--- src/rtl/mips_regfile_param_if.sv ---
`default_nettype none
// ============================================================================
// mips_regfile_param_if : register-file access bundle (clear, write, reads, imm)
// Revision: 1.0
// ============================================================================
interface mips_regfile_param_if #(
  parameter int W     = 32,
  parameter int AW    = 5,
  parameter int NREAD = 2
);
  logic                clr_req;
  logic                we;
  logic [AW-1:0]       waddr;
  logic [W-1:0]        wdata;
  logic [NREAD*AW-1:0] raddr;
  logic [NREAD*W-1:0]  rdata;
  logic [15:0]         imm_in;
  logic [1:0]          imm_mode;
  logic [W-1:0]        imm_out;
  logic                ready;

  modport master (
    output clr_req, we, waddr, wdata, raddr, imm_in, imm_mode,
    input  rdata, imm_out, ready
  );

  modport slave (
    input  clr_req, we, waddr, wdata, raddr, imm_in, imm_mode,
    output rdata, imm_out, ready
  );
endinterface
`default_nettype wire

--- src/rtl/mips_regfile_param.sv ---
`default_nettype none
// ============================================================================
// mips_regfile_param : MIPS GPR file with sweep clear, write bypass, imm extender
// Revision: 1.0
// ============================================================================
module mips_regfile_param #(
  parameter int W     = 32,
  parameter int DEPTH = 32,
  parameter int AW    = 5,
  parameter int NREAD = 2
) (
  input  logic                 clk,
  input  logic                 reset,
  mips_regfile_param_if.slave  bus
);

  typedef enum logic [0:0] {
    CLEAR = 1'b0,
    READY = 1'b1
  } state_t;

  state_t        state;
  state_t        state_next;
  logic [AW-1:0] ptr;
  logic [AW-1:0] ptr_next;
  logic          is_ready;
  logic          write_en;
  logic          fwd_en;
  logic [W-1:0]  mem [DEPTH];
  logic [W-1:0]  rd_port [NREAD];
  logic [W-1:0]  imm_sext;

  always_ff @(posedge clk or negedge reset) begin
    if (!reset) begin
      state <= CLEAR;
      ptr   <= AW'(1);
    end else begin
      state <= state_next;
      ptr   <= ptr_next;
    end
  end

  // The sweep starts at 1 and stops at DEPTH-1 so entry 0 is never touched.
  always_comb begin
    state_next = state;
    ptr_next   = ptr;
    case (state)
      CLEAR: begin
        ptr_next = ptr + AW'(1);
        if (ptr == AW'(DEPTH - 1)) begin
          state_next = READY;
          ptr_next   = AW'(1);
        end
      end
      READY: begin
        if (bus.clr_req) begin
          state_next = CLEAR;
          ptr_next   = AW'(1);
        end
      end
      default: begin
        state_next = CLEAR;
        ptr_next   = AW'(1);
      end
    endcase
  end

  assign is_ready  = (state == READY);
  assign bus.ready = is_ready;
  assign fwd_en    = bus.we && !bus.clr_req;
  assign write_en  = is_ready && fwd_en && (bus.waddr != '0);

  // Storage has no reset so it can map onto RAM; the sweep zeroes it instead.
  always_ff @(posedge clk) begin
    if (state == CLEAR) begin
      mem[ptr] <= '0;
    end else if (write_en) begin
      mem[bus.waddr] <= bus.wdata;
    end
  end

  for (genvar i = 0; i < NREAD; i++) begin : g_rd
    logic [AW-1:0] ra;
    assign ra = bus.raddr[i*AW +: AW];

    always_comb begin
      rd_port[i] = '0;
      if (!is_ready || ra == '0) begin
        rd_port[i] = '0;
      end else if (fwd_en && bus.waddr == ra) begin
        rd_port[i] = bus.wdata;
      end else begin
        rd_port[i] = mem[ra];
      end
    end
  end

  always_comb begin
    bus.rdata = '0;
    for (int i = 0; i < NREAD; i++) begin
      bus.rdata[i*W +: W] = rd_port[i];
    end
  end

  assign imm_sext = {{(W-16){bus.imm_in[15]}}, bus.imm_in};

  always_comb begin
    bus.imm_out = imm_sext;
    case (bus.imm_mode)
      2'd0:    bus.imm_out = imm_sext;
      2'd1:    bus.imm_out = {{(W-16){1'b0}}, bus.imm_in};
      2'd2:    bus.imm_out = W'({bus.imm_in, 16'h0000});
      2'd3:    bus.imm_out = imm_sext << 2;
      default: bus.imm_out = imm_sext;
    endcase
  end

endmodule
`default_nettype wire

--- src/flat_wrapper.sv ---
// flat-port wrapper written by rule: the top's interface ports become plain ports
module mips_regfile_param_flat 
#(
  parameter int W     = 32,
  parameter int DEPTH = 32,
  parameter int AW    = 5,
  parameter int NREAD = 2
)
  (clk, reset, bus_clr_req, bus_we, bus_waddr, bus_wdata, bus_raddr, bus_imm_in, bus_imm_mode, bus_rdata, bus_imm_out, bus_ready);
  mips_regfile_param_if #(.W(W), .AW(AW), .NREAD(NREAD)) bus_i ();
  input  logic clk;
  input  logic reset;
  input wire logic [$bits(bus_i.clr_req)-1:0] bus_clr_req;
  input wire logic [$bits(bus_i.we)-1:0] bus_we;
  input wire logic [$bits(bus_i.waddr)-1:0] bus_waddr;
  input wire logic [$bits(bus_i.wdata)-1:0] bus_wdata;
  input wire logic [$bits(bus_i.raddr)-1:0] bus_raddr;
  input wire logic [$bits(bus_i.imm_in)-1:0] bus_imm_in;
  input wire logic [$bits(bus_i.imm_mode)-1:0] bus_imm_mode;
  output wire logic [$bits(bus_i.rdata)-1:0] bus_rdata;
  output wire logic [$bits(bus_i.imm_out)-1:0] bus_imm_out;
  output wire logic [$bits(bus_i.ready)-1:0] bus_ready;
  assign bus_i.clr_req = bus_clr_req;
  assign bus_i.we = bus_we;
  assign bus_i.waddr = bus_waddr;
  assign bus_i.wdata = bus_wdata;
  assign bus_i.raddr = bus_raddr;
  assign bus_i.imm_in = bus_imm_in;
  assign bus_i.imm_mode = bus_imm_mode;
  assign bus_rdata = bus_i.rdata;
  assign bus_imm_out = bus_i.imm_out;
  assign bus_ready = bus_i.ready;
  mips_regfile_param #(.W(W), .DEPTH(DEPTH), .AW(AW), .NREAD(NREAD)) u_core (.clk(clk), .reset(reset), .bus(bus_i));
endmodule
--- config.mk ---
export PLATFORM = sky130hd
export DESIGN_NAME = mips_regfile_param_flat
export DESIGN_NICKNAME = d
export VERILOG_FILES = /design/src/rtl/mips_regfile_param_if.sv /design/src/rtl/mips_regfile_param.sv /design/src/flat_wrapper.sv
export SDC_FILE = /design/constraint.sdc
export NUM_CORES = 1
export LEC_CHECK = 0
export BUFFER_PORTS_ARGS = -buffer_cell sky130_fd_sc_hd__clkbuf_2
export CORE_ASPECT_RATIO = 0.9
export CORE_MARGIN = 1.5
export CORE_UTILIZATION = 40
export DETAILED_ROUTE_END_ITERATION = 10
export GPL_ROUTABILITY_DRIVEN = 1
export SETUP_SLACK_MARGIN = 0.5
export SYNTH_ARGS = -nofsm -noshare
export SYNTH_HDL_FRONTEND = slang
export SYNTH_SLANG_ARGS = --single-unit
--- constraint.sdc ---
create_clock -name clk -period 7.7 [get_ports clk]
set_input_delay 1.925 -clock clk [delete_from_list [all_inputs] [get_ports clk]]
set_output_delay 1.925 -clock clk [all_outputs]
set_load 0.05 [all_outputs]
==> impl_summary.txt, run 1 <==
----------------------------------------------------
[Run status]
  Status ... finished clean

[Synth]
  Syn_nets ... 2881
  Count of flip-flops with a built-in enable after synthesis ... 1024
  Primary flip-flop cell chosen by synthesis mapping ... edfxtp_1
  Number of synthesis warnings ... 0
  FFs w/ async S/R, synth ... 0.00583
  Post-Syn Area ... 49900 sq um
  Register area share after synthesis ... 0.619
  Average size of a mapped cell ... 17.8 sq um
  Most common cell in the netlist ... edfxtp_1
  Post-synth top area share ... 0.616
  Instance count of the mapped netlist ... 2810
  Cells taking the most area after synthesis ... edfxtp_1, mux4_2, mux2i_1
  Post-synth cell types ... 56
  Most frequent cells after synthesis ... edfxtp_1, mux4_2, mux2i_1
  Number of synthesized register bits ... 1030
  Yosys top cell by area ... edfxtp_1

[Worst setup path]
  Max Fanout on Critical Path ... 49
  Worst endpoint required time ... 5.78 ns
  CP max stage delay ... 0.84 ns
  Endpoint arrival time on the critical path ... 4.97 ns
  Slowest cell on the critical path ... o21bai_4
  Ordered cell list for the critical path ... buf_8, xnor2_1, nand4_1, o21bai_4, a221oi_1, nor4_1, buf_4, clkbuf_2
  Worst Setup Start Kind ... primary input
  Endpoint type of the worst setup path ... primary output
  Kind of critical path ... in2out

[Job]
  MaxCap Viol Count ... 0

[Global routing]
  Antenna violations before repair ... 6
  Maximum number of pins on one net before global-route repair ... 110
  First-pass GRT wire length ... 227000 microns
  Via count of the first global-routing pass ... 31500
  All-layer global routing usage ... 0.248
  Overall overflow remaining after global route ... 0

[Clock network]
  Hold buffer count at CTS ... 0
  Root cell of the clock tree ... clkbuf_16
  Count of clock tree sinks ... 1030
  # Post-CTS Setup Buffers ... 0
  Clk slew on worst S/H paths ... 0.06 ns
  Post-cts resize count ... 0
  Clock network latency to the later pin of the worst-skew pair ... 0.70 ns
  Deepest clock path buffer count ... 3
  Number of levels the H-tree was split into ... 3
  Number of buffers created by CTS ... 107
  Clock tree from TritonCTS ... yes

[Power and ir drop]
  P_int ... 11.0 mW
  Combinational share of power ... 0.184
  Total power divided by cell area ... 273 nW/um^2
  Peak VDD IR ... 0.204 mV
  Leakage Power ... 19.1 nW
  Design Power ... 15.4 mW
  Seq pwr share ... 0.468
  Switch Pwr ... 4.41 mW
  Clock network fraction of design power ... 0.348
  Switching share of total power ... 0.287

[Routing]
  Per-cell via count in the routed design ... 6.70
  Number of iterations in the first detailed-routing pass ... 6
  DRC errors left ... 0
  Final WL ... 161000 microns
  Detailed Route Iter0 Violations ... 4162
  WL per Instance ... 34.6 microns
  Total via count in the routed design ... 31100
  Number of nets with antenna violations after detailed routing ... 0

[STA]
  Relative slew slack ... 0.0516
  Clock period minus worst slack ... 6.89 ns
  Number of max-slew violations in the final report ... 0
  Maximum clock frequency ... 0.145 GHz
  Final setup violation count ... 0
  Setup repair after global routing missed its margin ... false
  Least setup slack across all paths after layout ... 0.808 ns
  Endpoints failing hold ... 0
  Total negative setup slack ... 0 ns
  Share of the cycle needed by the critical path after routing ... 0.895
  Pin slew with the least headroom to its limit ... 1.42 ns
  Max Clock Skew ... 0.0180 ns

[Layout]
  Layout overhead on the synthesized area ... 12.5%
  Core occupancy in the finished layout ... 0.456
  Final net count ... 3008
  Fraction of layout instances using a drive strength above 1 ... 0.288
  # fillers ... 10400
  Final non-filler cell area ... 56200 sq um

[Floorplan]
  Full die area ... 127000 sq um
  Horiz. Die Dim ... 375 microns
  Count of boundary I/O pins ... 166
  Core area ... 123000 sq um
  Vertical die dimension ... 338 microns
  Number of cell rows ... 122
  Initial cell density of the core ... 0.405

[Worst hold path]
  Min-Delay Path Class ... reg2reg

[Placement]
  Placer Congestion ... 0.847
  Placement Cell Area ... 52600 sq um
  Final HPWL from detailed placement ... 91400 microns
  IO Port Bufs ... 165
  Pre-CTS setup slack ... 0.792 ns

----------------------------------------------------
## placed cells by master (no fill, tap or decap), drive strengths merged, types with 16 or more instances in the layout
cell     netlist  routed
mux2i        320     320
mux2          33      33
bufinv         0      16
a31oi         37      37
o21bai        63      63
edfxtp      1024    1024
and2          34      34
nand2         17      17
a211oi        33      33
a21o          16      16
clkbuf        97     289
a2111oi       31      31
a221oi       127     127
mux4         355     355
a211o         62      62
a21oi        100     100
a22oi         93      93
o221ai        31      31
clkinv         2      47
inv           12      17
nor2          48      48
buf          148     106
nor2b         41      41
## state kept, by name (all words and copies together), names as in the netlist
signal	flops
u_core.bus.ready	1
u_core.mem	1024
u_core.ptr	5
## critical path: cells and delay by family
kind	cells	cell delay [ns]
and+or+nand+nor	2	0.75
AOI/OAI and AO/OA	2	1.05
buffers and inverters	3	0.90
xor gates and xnor gates	1	0.22
## layout make-up
class	instances	area, sq um	share of cell area
sequential	1030	30900	0.550
multi-input combinational	1521	17800	0.316
clock buffer	132	2860	0.0508
tap	1612	2020	0.0359
timing repair buffer	263	1850	0.0330
clock inverter	67	731	0.0130
inverter	14	52.6	0.000935
antenna	3	7.51	0.000134
## power by group through the flow
stage,clock network [mW],logic [mW],registers (mW)
final,5.35,2.83,7.18
after global routing,5.61,2.91,7.23
after CTS,5.40,2.80,7.17
after detailed placement,0,2.79,7.28
after global placement,0,2.75,7.22
after floorplan,0,1.69,7.19
## metrics by stage
stage / cells / hold slack (ns)
4_1_cts: 4639 / 0.557
2_1_floorplan: 2810 / 0.487
5_1_grt: 4639 / 0.558
3_5_place_dp: 4440 / 0.522
6_report: 4642 / 0.563
3_3_place_gp: 4440 / 0.504
## worst paths after layout
check / slack (ns) / endpoint / cells past startpoint / startpoint
hold reg to reg: 0.56 / u_core.ptr[0] / 1 / u_core.ptr[0]
hold / removal: 0.56 / u_core.ptr[0] / 1 / u_core.ptr[0]
setup reg to reg: 3.68 / u_core.mem[0][17] / 7 / u_core.bus.ready
max in group asynchronous: 6.40 / u_core.ptr[0] / 1 / reset
min in group asynchronous: 1.07 / u_core.bus.ready / 1 / reset
setup / recovery: 0.81 / bus_rdata[30] / 8 / bus_raddr[0]
## kinds of logic after synthesis
logic type	after synthesis	synth area share
flops	1030	0.619
buf+inv	259	0.0320
xor+xnor	12	0.00210
simple gates	175	0.0185
fa+ha+maj	2	0.000501
mux	708	0.232
compound gates	624	0.0963
## layer usage
layer / share of wire / GRT usage / up-vias
li1: - / - / 12400
met1: 0.39 / 0.330 / 16400
met2: 0.47 / 0.394 / 1947
met3: 0.099 / 0.0526 / 390
met4: 0.044 / 0.105 / 2
met5: 0.000069 / 0 / -
No activity file was read; power rests on OpenSTA's default activity.
==> run 2: changes to the inputs <==
==> constraint.sdc (replaced) <==
create_clock -name clk -period 7.7 [get_ports clk]
set_input_delay 1.925 -clock clk [delete_from_list [all_inputs] [get_ports clk]]
set_output_delay 1.925 -clock clk [all_outputs]
set_load 0.1 [all_outputs]
==> run 2 against run 1 <==
Effect of this change:
- sequential share of layout area shrank 0.49 points
- clock power shrank 6.0%
- clock-buffer cell count shrank 1
- combinational power grew 11%
- design area grew 0.90%
- global-route usage shrank 0.11 points
- worst hold slack lost 0.040 ns
- cell count shrank 0.11%
- via count shrank 0.45%
- critical endpoint is now bus_rdata[6]
- highest routed layer unchanged
==> impl_summary.txt, run 2 (same netlist as run 1, synthesis figures left out) <==
----------------------------------------------------
[Clock network]
  Post-cts resize count ... 0 (unchanged)
  Clock tree from TritonCTS ... yes
  Count of clock tree sinks ... 1030 (unchanged)
  Root cell of the clock tree ... clkbuf_16
  # Post-CTS Setup Buffers ... 0 (unchanged)
  Clock network latency to the later pin of the worst-skew pair ... 0.71 ns (about the same)
  Deepest clock path buffer count ... 3 (unchanged)
  Number of buffers created by CTS ... 108 (+0.93%)
  Hold buffer count at CTS ... 0 (unchanged)
  Clk slew on worst S/H paths ... 0.06 ns (about the same)
  Number of levels the H-tree was split into ... 3 (unchanged)

[STA]
  Pin slew with the least headroom to its limit ... 1.37 ns (-0.0471 ns)
  Clock period minus worst slack ... 6.92 ns (+0.0296 ns)
  Max Clock Skew ... 0.0186 ns (+0.000648 ns)
  Relative slew slack ... 0.0830 (+0.0314)
  Final setup violation count ... 0 (unchanged)
  Share of the cycle needed by the critical path after routing ... 0.899 (+0.00385)
  Setup repair after global routing missed its margin ... false
  Endpoints failing hold ... 0 (unchanged)
  Maximum clock frequency ... 0.144 GHz (-0.43%)
  Number of max-slew violations in the final report ... 0 (unchanged)
  Total negative setup slack ... 0 ns (unchanged)

[Routing]
  WL per Instance ... 34.3 microns (-0.77%)
  Total via count in the routed design ... 31000 (-0.45%)
  DRC errors left ... 0 (unchanged)
  Per-cell via count in the routed design ... 6.68 (-0.34%)
  Number of nets with antenna violations after detailed routing ... 0 (unchanged)
  Final WL ... 159000 microns (-0.88%)
  Detailed Route Iter0 Violations ... 3990 (-4.1%)
  Number of iterations in the first detailed-routing pass ... 6 (unchanged)

[Global routing]
  First-pass GRT wire length ... 226000 microns (-0.19%)
  All-layer global routing usage ... 0.247 (-0.00106)
  Antenna violations before repair ... 15 (+9)
  Via count of the first global-routing pass ... 31300 (-0.36%)
  Maximum number of pins on one net before global-route repair ... 89 (-19%)
  Overall overflow remaining after global route ... 0 (unchanged)

[Layout]
  Flip-flop count of the largest register after layout ... 1024 (unchanged)
  Final non-filler cell area ... 56700 sq um (+0.90%)
  Number of inserted diodes ... 0 (-3)
  Commonest cells after routing, fill and taps aside ... edfxtp_1, mux4_2, mux2i_1
  Layout overhead on the synthesized area ... 13.5%
  Largest register by flop count ... u_core.mem
  Final net count ... 3006 (-0.066%)
  # fillers ... 10300 (-1.2%)
  Most frequent standard cell in the layout excluding fill and tap cells ... edfxtp_1
  Fraction of layout instances using a drive strength above 1 ... 0.286 (-0.00179)

[Placement]
  IO Port Bufs ... 165 (unchanged)
  Placement Cell Area ... 53300 sq um (+1.4%)
  Placer Congestion ... 0.899 (+6.2%)
  Final HPWL from detailed placement ... 92500 microns (+1.3%)

[Worst setup path]
  CP max stage delay ... 0.83 ns (about the same)
  Max Fanout on Critical Path ... 58 (+18%)
  Kind of critical path ... in2out
  Endpoint type of the worst setup path ... primary output
  Slowest cell on the critical path ... o21bai_4
  Worst Setup Start Kind ... primary input
  Ordered cell list for the critical path ... buf_8, xnor2_1, nand4_1, o21bai_4, buf_4, a2111oi_0, a211o_1, clkbuf_2
  Bufs and invs on worst path ... 3 (unchanged)
  Family of cells with the greatest summed delay on the critical path ... compound AO/OA/AOI/OAI gates
  Endpoint arrival time on the critical path ... 5.00 ns (+0.03 ns)
  Worst endpoint required time ... 5.78 ns (about the same)

[Floorplan]
  Initial cell density of the core ... 0.405 (unchanged)
  Number of cell rows ... 122 (unchanged)
  Vertical die dimension ... 338 microns (unchanged)
  Full die area ... 127000 sq um (unchanged)
  Horiz. Die Dim ... 375 microns (unchanged)
  Count of boundary I/O pins ... 166 (unchanged)
  Core area ... 123000 sq um (unchanged)

[Power and ir drop]
  Peak VDD IR ... 0.205 mV (+0.54%)
  Leakage Power ... 19.2 nW (+0.21%)
  Total power divided by cell area ... 271 nW/um^2 (-1.1%)

[Run status]
  Status ... finished clean

[Job]
  MaxCap Viol Count ... 0 (unchanged)

[Worst hold path]
  Min-Delay Path Class ... reg2reg

----------------------------------------------------
[run 2: area by class of cell]
class / count / area (sq um) / share of cell area
clock buffers: 131 / 2810 / 0.0496
clock inverters: 69 / 536 / 0.00945
inverters: 14 / 52.6 / 0.000927
multi-input cells: 1521 / 17800 / 0.313
flip-flops and latches: 1030 / 30900 / 0.545
well taps: 1612 / 2020 / 0.0356
repair buffers: 260 / 2600 / 0.0459
[run 2: path summary, 6_finish.rpt]
| path | start | cells after the start | slack, ns | endpoint |
|---|---|---|---|---|
| setup / recovery | bus_raddr[1] | 8 | 0.78 | bus_rdata[6] |
| hold / removal | u_core.ptr[0] | 1 | 0.52 | u_core.ptr[0] |
| setup reg to reg | u_core.bus.ready | 7 | 3.45 | u_core.mem[3][19] |
| hold reg to reg | u_core.ptr[0] | 1 | 0.52 | u_core.ptr[0] |
| max in group asynchronous | reset | 1 | 6.42 | u_core.ptr[0] |
| min in group asynchronous | reset | 1 | 1.05 | u_core.bus.ready |
[run 2: routing by layer]
layer	part of all wire	up-vias	routed length [microns]	GRT usage
li1	-	12400	-	-
met1	0.39	16400	62300	0.335
met2	0.47	1897	75500	0.393
met3	0.10	324	15900	0.0528
met4	0.033	16	5250	0.0859
met5	0.00070	-	112	0
[run 2: where the power goes]
group          internal [mW]  switching, mW
sequential              6.89          0.281
combinational           1.00           2.13
clock                   2.82           2.21
[run 2: metrics by stage]
stage	setup WS, ns	total power, mW	util	instances	hold slack (ns)
after floorplan	1.13	9.09	-	2810	0.487
after global placement	0.875	10.3	0.432	4436	0.502
after detailed placement	0.864	10.4	0.432	4436	0.514
after CTS	0.872	15.3	0.459	4636	0.520
after global routing	0.724	15.7	0.460	4637	0.539
final	0.778	15.3	0.460	4637	0.523
